**src/rtl/quad_pkg.sv**
```systemverilog
// quad_pkg: phase/state types and the quadrature transition decoder.
package quad_pkg;
  typedef enum logic [1:0] {PH_00 = 2'b00, PH_01 = 2'b01, PH_10 = 2'b10, PH_11 = 2'b11} phase_t;
  typedef enum logic {ST_INIT, ST_TRACK} state_t;
  typedef enum logic [1:0] {TR_NONE, TR_FWD, TR_REV, TR_ILLEGAL} trans_t;
  // Forward successor of {a,b} is {~b,a}; reverse successor is {b,~a}.
  function automatic trans_t decode(input phase_t prev, input phase_t cur);
    logic [1:0] p;
    p = prev;
    return (cur == prev) ? TR_NONE :
           (cur == phase_t'({~p[0], p[1]})) ? TR_FWD :
           (cur == phase_t'({p[0], ~p[1]})) ? TR_REV : TR_ILLEGAL;
  endfunction
endpackage

```
**src/rtl/quad_filter.sv**
```systemverilog
// quad_filter: synchroniser chain followed by a stability filter for one encoder channel.
module quad_filter #(
  parameter int SYNC_STAGES = 2,
  parameter int FILT_CYCLES = 3
) (
  input  logic clk,
  input  logic rst,
  input  logic load,
  input  logic raw,
  output logic synced,
  output logic filt
);
  localparam int CW = $clog2(FILT_CYCLES + 1);
  logic [SYNC_STAGES-1:0] sync;
  logic [CW-1:0] cnt;
  logic accept;
  assign synced = sync[SYNC_STAGES-1];
  assign accept = cnt == CW'(FILT_CYCLES);
  always_ff @(posedge clk) begin
    if (rst) begin
      sync <= '0;
      cnt  <= '0;
      filt <= 1'b0;
    end else begin
      sync <= {sync[SYNC_STAGES-2:0], raw};
      filt <= (load || accept) ? synced : filt;
      cnt  <= (load || accept || synced == filt) ? '0 : cnt + CW'(1);
    end
  end
endmodule

```
**src/rtl/quad_decoder.sv**
```systemverilog
// quad_decoder: filtered quadrature decode into up/down strobes with illegal-transition counting.
module quad_decoder
  import quad_pkg::*;
#(
  parameter int SYNC_STAGES = 2,
  parameter int FILT_CYCLES = 3,
  parameter int ERR_W       = 8
) (
  input  logic             clk,
  input  logic             rst,
  input  logic             a_in,
  input  logic             b_in,
  input  logic             en,
  output logic             up,
  output logic             down,
  output logic             step,
  output logic             dir,
  output logic             err,
  output logic [ERR_W-1:0] err_cnt
);
  localparam int SW = $clog2(SYNC_STAGES + 2);
  state_t state, state_nx;
  phase_t prev, cur, syn;
  trans_t tr;
  logic [SW-1:0] settle;
  logic a_s, b_s, a_f, b_f, load, act, fwd, rev, ill;
  quad_filter #(.SYNC_STAGES(SYNC_STAGES), .FILT_CYCLES(FILT_CYCLES)) u_fa (
    .clk(clk), .rst(rst), .load(load), .raw(a_in), .synced(a_s), .filt(a_f));
  quad_filter #(.SYNC_STAGES(SYNC_STAGES), .FILT_CYCLES(FILT_CYCLES)) u_fb (
    .clk(clk), .rst(rst), .load(load), .raw(b_in), .synced(b_s), .filt(b_f));
  assign load = state == ST_INIT;
  assign cur  = phase_t'({a_f, b_f});
  assign syn  = phase_t'({a_s, b_s});
  assign tr   = decode(prev, cur);
  assign act  = state == ST_TRACK && en;
  assign fwd  = act && tr == TR_FWD;
  assign rev  = act && tr == TR_REV;
  assign ill  = act && tr == TR_ILLEGAL;
  assign step = up | down;
  always_comb begin
    state_nx = (load && settle == SW'(SYNC_STAGES)) ? ST_TRACK : state;
  end
  always_ff @(posedge clk) begin
    if (rst) state <= ST_INIT;
    else state <= state_nx;
  end
  // During INIT prev follows what the filters are loading, so it matches them on exit.
  always_ff @(posedge clk) begin
    if (rst) begin
      settle  <= '0;
      prev    <= PH_00;
      up      <= 1'b0;
      down    <= 1'b0;
      err     <= 1'b0;
      dir     <= 1'b1;
      err_cnt <= '0;
    end else begin
      settle  <= load ? settle + SW'(1) : '0;
      prev    <= load ? syn : cur;
      up      <= fwd;
      down    <= rev;
      err     <= ill;
      dir     <= fwd ? 1'b1 : rev ? 1'b0 : dir;
      err_cnt <= (ill && err_cnt != '1) ? err_cnt + ERR_W'(1) : err_cnt;
    end
  end
endmodule

```
**config.mk**
```make
export PLATFORM = sky130hd
export DESIGN_NAME = quad_decoder
export DESIGN_NICKNAME = d
export VERILOG_FILES = /design/src/rtl/quad_pkg.sv /design/src/rtl/quad_filter.sv /design/src/rtl/quad_decoder.sv
export SDC_FILE = /design/constraint.sdc
export NUM_CORES = 1
export LEC_CHECK = 0
export CORE_UTILIZATION = 47
export DETAILED_ROUTE_END_ITERATION = 16
export GPL_TIMING_DRIVEN = 0
export PLACE_DENSITY = 0.73
export SYNTH_ARGS = -nofsm -noshare
export SYNTH_HDL_FRONTEND = slang
export SYNTH_SLANG_ARGS = --single-unit
```
**constraint.sdc**
```tcl
create_clock -name clk -period 4.2 [get_ports clk]
set_clock_uncertainty 0.15 [all_clocks]
set_input_delay 0.63 -clock clk [delete_from_list [all_inputs] [get_ports clk]]
set_output_delay 0.63 -clock clk [all_outputs]
set_load 0.02 [all_outputs]
```
After elaboration in Yosys (flattened, before gate mapping)
Cells that the tools add are included.
{"block": "totals", "reg_bits": 27, "in_bits": 5, "out_inout_bits": 13, "elab_cells": 52}
{"block": "op_classes", "n_addsub": 4, "eq_ne": 12, "muxes": 4, "bitwise": 4, "n_reduce_logical": 14}
{"operator": "$eq 2x2->1 const B", "count": 5}
{"operator": "$add 8x1->8 const B", "count": 1}
{"operator": "$ne 8x8->1 const B", "count": 1}
{"operator": "$reduce_or 2->1", "count": 4}
{"operator": "$add 2x1->2 const B", "count": 3}
{"operator": "$eq 2x2->1", "count": 3}
{"operator": "$logic_and 1x1->1", "count": 6}
{"operator": "$mux 2", "count": 3}
{"operator": "$logic_or 1x1->1", "count": 4}
{"operator": "$not 1->1", "count": 3}
{"operator": "$eq 1x1->1", "count": 2}
{"operator": "$eq 2x1->1 const B", "count": 1}
{"operator": "$mux 1", "count": 1}
{"operator": "$or 1x1->1", "count": 1}

Depth between registers and ports, before layout
Gate-level depths: netlist (run 1).
{"block": "logic_depth", "word_depth": 8, "ltp_mapped": 6, "mapped_depth_nobuf": 5}

By module
From an unflattened synthesis (run 1), not the netlist that was laid out.
{"block": "unflattened", "cells_unflattened": 113, "hier_area_um2": 1154.9}
{"module": "quad_decoder", "instances": 1, "cells_each": 83, "area_per_inst_um2": 794.5, "seq_area_each_um2": 340.3}
{"module": "quad_filter", "instances": 2, "cells_each": 15, "area_per_inst_um2": 180.2, "seq_area_each_um2": 100.1}

Worst setup path after synthesis (run 1)
No wires, ideal clock.
{"block": "synth_path", "path_kind": "input -> register", "startpoint": "input port en", "endpoint": "register err_cnt[7]", "setup_ns": 0.123, "t_arrival_ns": 1.796, "required_ns": 3.927, "slack_ns": 2.130, "path_stages": 5, "n_path_buf": 1, "cell_sequence": "nand2_4 -> or3_4 -> buf_6 -> nor4_2 -> mux2_1"}
{"block": "synth_via", "elab_chain_cells": 3}
{"item": "from (decl)", "line_no": "quad_decoder.sv:13", "text": "input logic en,"}
{"item": "$logic_and 1x1->1", "line_no": "quad_decoder.sv:35", "text": "assign act = state == ST_TRACK && en;"}
{"item": "$logic_and 1x1->1", "line_no": "quad_decoder.sv:38", "text": "assign ill = act && tr == TR_ILLEGAL;"}
{"item": "$logic_and 1x1->1", "line_no": "quad_decoder.sv:64", "text": "err_cnt <= (ill && err_cnt != '1) ? err_cnt + ERR_W'(1) : err_cnt;"}
{"item": "to (signal assigned)", "line_no": "quad_decoder.sv:64"}
{"item": "to (decl)", "line_no": "quad_decoder.sv:19", "text": "output logic [ERR_W-1:0] err_cnt"}
No other way between the ends.
A chain may end at the register's enable or synchronous reset.

Worst setup path in the final report (run 1)
Ends and elaborated chain as after synthesis.

==> results of run 1 <==
through the flow:
step                      instance area, um^2  instances  total power, uW  hold WS (ns)
final                                    1360        162              428         0.282
after global routing                     1360        162              447         0.306
after CTS                                1360        162              434         0.286
after detailed placement                 1330        158              322         0.265
after global placement                   1330        158              320         0.255
after floorplan                          1140        114              309         0.247
state kept, by name (all words and copies together) (netlist names):
signal     cells
up             1
down           1
u_fb.cnt       2
u_fa.sync      2
dir            1
prev           2
err_cnt        8
err            1
u_fa.cnt       2
u_fb.sync      2
u_fa.filt      1
settle         2
state          1
u_fb.filt      1
cell usage in the layout, fill, tap and decap left out:
| master | count |
|---|---|
| a31oi_1 | 1 |
| o31ai_1 | 3 |
| clkbuf_4 | 3 |
| nor4b_1 | 4 |
| mux2i_1 | 5 |
| nor3_1 | 2 |
| or3_1 | 2 |
| o21ai_0 | 2 |
| buf_4 | 1 |
| mux2_1 | 1 |
| clkinv_2 | 1 |
| buf_6 | 2 |
| or2_2 | 2 |
| inv_1 | 2 |
| nor4_2 | 1 |
| a21oi_1 | 6 |
| clkdlybuf4s50_1 | 16 |
| nor2_1 | 11 |
| xnor2_1 | 6 |
| nor4_1 | 3 |
| or4_1 | 3 |
| nand2_1 | 2 |
| nand2b_1 | 5 |
| o41ai_1 | 1 |
| nand4_1 | 1 |
| buf_2 | 1 |
| nor2b_1 | 6 |
| dfxtp_1 | 27 |
| ha_1 | 4 |
| nand2_4 | 1 |
| nand3_1 | 4 |
| or3_4 | 1 |
| mux2_2 | 1 |
| clkbuf_1 | 3 |
worst max path at each step:
stage          start    endpoint  slack [ns]  depth (start not counted)
3_3_place_gp      en  err_cnt[7]        1.51                          6
2_1_floorplan     en  err_cnt[7]        2.13                          5
3_5_place_dp      en  err_cnt[7]        1.47                          6
5_1_grt           en  err_cnt[7]        1.76                          6
4_1_cts           en  err_cnt[7]        1.83                          6
6_report          en  err_cnt[7]        1.80                          6
kinds of logic after synthesis:
logic type / after synthesis / share of synthesized area
AND/OR/NAND/NOR: 48 / 0.255
AO/OA/AOI/OAI: 13 / 0.0682
flip-flops: 27 / 0.475
multiplexers: 7 / 0.0638
buffers and inverters: 9 / 0.0473
adder cells (fa/ha/maj): 4 / 0.0440
XOR/XNOR: 6 / 0.0462
metal layers:
layer	GRT usage	vias to the layer above	wire length, um
li1	-	441	-
met4	0.0278	0	14
met2	0.289	8	973
met1	0.215	415	963
met5	0	-	0
met3	0.0625	2	53
report_power, final:
part / switching (uW) / internal (uW) / total (uW)
Clock: 76.5 / 35.8 / 112
Sequential: 4.31 / 266 / 270
Combinational: 24.2 / 21.9 / 46.1
final cells by class:
cell class,instances,area (um^2)
fill,213,895
multi-input combinational,78,543
sequential,27,541
timing repair buffer,16,160
buffer,7,46.3
tap,28,35.0
clock buffer,3,22.5
inverter,2,7.51
clock inverter,1,5.00
==> impl_metrics.json, run 1 <==
{
  "min_period_over_period": 0.570,
  "whs_path_depth": 1,
  "synth_area_um2": 1140,
  "ys_seq_elements": 27,
  "fp-row-count": 17,
  "dr.pass1.iters": 2,
  "cp.arrival_ns": 2.48,
  "max_freq_ghz": 0.417,
  "crit_path_cell_trace": "clkdlybuf4s50_1, nand2_4, or3_4, buf_6, nor4_2, mux2_1",
  "ys_seq_area_frac": 0.475,
  "holdPathEnd": "settle[0]",
  "synthTopCellsByArea": "dfxtp_1 48%, xnor2_1 4.6%, ha_1 4.4%",
  "cts.sinks": 27,
  "cts-root-buf": "clkbuf_4",
  "crit_buf_inv": 2,
  "layout-drive-gt1-share": 0.104,
  "die_w_um": 51.2,
  "worst_pin_slew_ns": 0.656,
  "rrSetupSlack_ns": 2.12,
  "cts_tree": "yes",
  "antenna_found_initial": 0,
  "place_ws_ns": 1.47,
  "cts_buffers": 3,
  "synth_ff_type": "dfxtp_1",
  "rsz0062_at_grt": "no",
  "cts_setup_buffers": 0,
  "synth_top_area_frac": 0.475,
  "ant_nets": 0,
  "path_delay_family": "simple AND/OR/NAND/NOR gates",
  "viasPerCell": 5.35,
  "syn_to_final_growth_pct": 19.6,
  "end_kind": "flip-flop",
  "cp-start-kind": "input port",
  "drt_iter0_drc": 12,
  "synth_nets": 123,
  "setup_violations": 0,
  "r2r_cells": 6,
  "async_reset_ff_frac": 0,
  "n_antenna_cell": 0,
  "layout_min_cycle_time_ns": 2.40,
  "die_area_um2": 2620,
  "grtUsageTotal": 0.173,
  "numPortBuffers": 16,
  "synth_warnings": 0,
  "hp-class": "reg -> reg",
  "path_clk_slew_ns": 0.14,
  "r2r-end": "err_cnt[7]",
  "ctsHoldBuffers": 0,
  "fin_util": 0.603,
  "dp_hpwl_um": 1420,
  "grt_pass1_vias": 769,
  "netlist_instances": 114,
  "cap_violations": 0,
  "cts_max_level": 1,
  "drt_wl_total_um": 2000,
  "max_stage_delay_ns": 0.54,
  "core_area_um2": 2250,
  "outcome": "finished, final reports clean",
  "gr-total-overflow": 0,
  "crit_fanout": 10,
  "hold_viol": 0,
  "slowest_stage": "clkdlybuf4s50_1",
  "drc": 0,
  "avgSynthCellArea_um2": 9.98,
  "nets": 144,
  "die_y_um": 51.2,
  "fin_tns_setup_ns": 0,
  "io_pins": 18,
  "synth_edf_count": 0,
  "power.leakage_uw": 0.000488,
  "timing.rr.start": "state",
  "grt_pass1_wl_um": 3350,
  "min_from": "settle[0]",
  "yosys.area.top_type": "dfxtp_1",
  "start_util": 0.504,
  "ys_top_cells_by_count": "27 x dfxtp_1, 11 x nor2_1, 6 x a21oi_1, 6 x nor2b_1, 6 x xnor2_1",
  "num_vias": 866,
  "wl_per_cell_um": 12.4,
  "clock_latency_ns": 0.33,
  "synth.distinct_cells": 31,
  "cts_resized": 0,
  "cts.path.max_buffers": 2,
  "grt_max_degree": 16,
  "place_congestion": 0.747,
  "p_per_area_nw_per_um2": 315,
  "path_class": "in -> reg",
  "maxSlewHeadroom": 0.561,
  "ir_drop_uv": 331,
  "yosysMostFrequentCell": "dfxtp_1",
  "worst_slack_ns": 1.80,
  "cp.required_ns": 4.28,
  "finalMaxSlewViolations": 0
}
Power figures use the tool's default switching activity.
==> run 2: changes to the inputs <==
==> constraint.sdc (replaced) <==
create_clock -name clk -period 2.4 [get_ports clk]
set_clock_uncertainty 0.15 [all_clocks]
set_input_delay 0.36 -clock clk [delete_from_list [all_inputs] [get_ports clk]]
set_output_delay 0.36 -clock clk [all_outputs]
set_load 0.02 [all_outputs]
==> results of run 2 <==
Same layout as run 1 (identical final DEF). Status: finished, final reports clean.
Main changes from that run: setup slack after placement 1.47 ns -> -0.0592 ns; setup slack after layout 1.80 ns -> 0.274 ns; register-to-register setup slack 2.12 ns -> 0.32 ns; total power 428 uW -> 750 uW; worst IR drop on VDD 331 uV -> 579 uV
==> run 3: changes to the inputs <==
--- a/config.mk
+++ b/config.mk
@@ -5,6 +5,7 @@
 export SDC_FILE = /design/constraint.sdc
 export NUM_CORES = 1
 export LEC_CHECK = 0
+export CORE_MARGIN = 2
 export CORE_UTILIZATION = 47
 export DETAILED_ROUTE_END_ITERATION = 16
 export GPL_TIMING_DRIVEN = 0
==> run 3 against run 2 <==
Critical path depth unchanged. Die area is 8.0% higher. Worst hold slack better by 0.0055 ns. Clock-buffer cell count did not move. Sequential power barely moved. Final cell count stayed put. Total power is 0.30% lower. Global-route usage up 0.17 points. Fmax rose by 2.0%. Setup slack better by 0.042 ns.
==> impl_metrics.json, run 3 (synthesis gave the netlist of run 1 again) <==
{
  "cts_buffers": 3,
  "path_class": "in -> reg",
  "n_antenna_cell": 0,
  "cts_tree": "yes",
  "clock_latency_ns": 0.32,
  "num_vias": 879,
  "min_period_over_period": 0.868,
  "slowest_stage": "clkdlybuf4s50_1",
  "die_y_um": 53.2,
  "hp-class": "reg -> reg",
  "path_clk_slew_ns": 0.14,
  "dp_hpwl_um": 1450,
  "cts.sinks": 27,
  "regMostFlops": "err_cnt",
  "max_stage_delay_ns": 0.53,
  "cap_violations": 0,
  "outcome": "finished, final reports clean",
  "core_area_um2": 2250,
  "fp-row-count": 17,
  "gr-total-overflow": 0,
  "grt_pass1_vias": 811,
  "cp-start-kind": "input port",
  "place_area_um2": 1330,
  "numPortBuffers": 16,
  "drt_wl_total_um": 2030,
  "wl_per_cell_um": 12.5,
  "worst_pin_slew_ns": 0.616,
  "grtUsageTotal": 0.175,
  "seqCellArea_um2": 541,
  "multi_input_area_um2": 543,
  "cts-root-buf": "clkbuf_4",
  "ir_drop_uv": 391,
  "hold_slack_ns": 0.287,
  "start_util": 0.504,
  "p_per_area_nw_per_um2": 550,
  "cts_max_level": 1,
  "layout_min_cycle_time_ns": 2.08,
  "cp.required_ns": 2.48,
  "final_common_cell": "dfxtp_1",
  "finalMaxSlewViolations": 0,
  "drc": 0,
  "viasPerCell": 5.43,
  "die_area_um2": 2830,
  "drt_iter0_drc": 23,
  "cts_resized": 0,
  "hold_viol": 0,
  "grt_max_degree": 16,
  "crit_buf_inv": 2,
  "fin_area_um2": 1360,
  "power.leakage_uw": 0.000488,
  "final_cell_count_no_fill": 162,
  "largest_register_ff_count": 8,
  "cts_setup_buffers": 0,
  "mostFrequentLayoutCells": "27 x dfxtp_1, 16 x clkdlybuf4s50_1, 11 x nor2_1",
  "nFillCells": 222,
  "dp.cells": 158,
  "antenna_found_initial": 0,
  "ctsHoldBuffers": 0,
  "end_kind": "flip-flop",
  "rsz0062_at_grt": "no",
  "crit_path_cell_trace": "clkdlybuf4s50_1, nand2_4, or3_4, buf_6, nor4_2, mux2_1",
  "nets": 144,
  "layout-drive-gt1-share": 0.104,
  "crit_fanout": 10,
  "path_delay_family": "simple AND/OR/NAND/NOR gates",
  "cts.path.max_buffers": 2,
  "grt_pass1_wl_um": 3530,
  "syn_to_final_growth_pct": 19.6,
  "setup_violations": 0,
  "cp.arrival_ns": 2.17,
  "maxSlewHeadroom": 0.588,
  "die_w_um": 53.2,
  "dr.pass1.iters": 4,
  "io_pins": 18,
  "fin_tns_setup_ns": 0,
  "place_congestion": 0.734,
  "max_freq_ghz": 0.480,
  "ant_nets": 0
}
run 3: final cells by class:
| class | instances | share of cell area |
|---|---|---|
| well taps | 28 | 0.0258 |
| inverters | 2 | 0.00552 |
| clock inverters | 1 | 0.00368 |
| flip-flops and latches | 27 | 0.397 |
| multi-input cells | 78 | 0.399 |
| repair buffers | 16 | 0.118 |
| plain buffers | 7 | 0.0340 |
| clock buffers | 3 | 0.0166 |
run 3: power breakdown:
group / switching [uW] / internal, uW / total (uW)
clock network: 131 / 62.5 / 193
logic: 42.9 / 38.5 / 81.4
registers: 7.78 / 465 / 473
run 3: through the flow:
stage          total power (uW)  worst slack, ns  utilization
2_1_floorplan               541            0.500            -
3_3_place_gp                560          -0.0115        0.591
3_5_place_dp                565          -0.0438        0.591
4_1_cts                     758            0.318        0.603
5_1_grt                     788            0.268        0.603
6_report                    747            0.316        0.603
run 3: layer usage:
metal / track usage / routed length [um]
met5: 0 / 0
met4: 0.0769 / 26
met3: 0.0508 / 82
met2: 0.285 / 997
met1: 0.212 / 920
run 3: path summary, 6_finish.rpt:
path / start / end / slack (ns) / depth (start not counted)
min: settle[0] / settle[0] / 0.29 / 1
min reg2reg: settle[0] / settle[0] / 0.29 / 1
max reg2reg: state / err_cnt[7] / 0.36 / 6
max: en / err_cnt[7] / 0.32 / 6
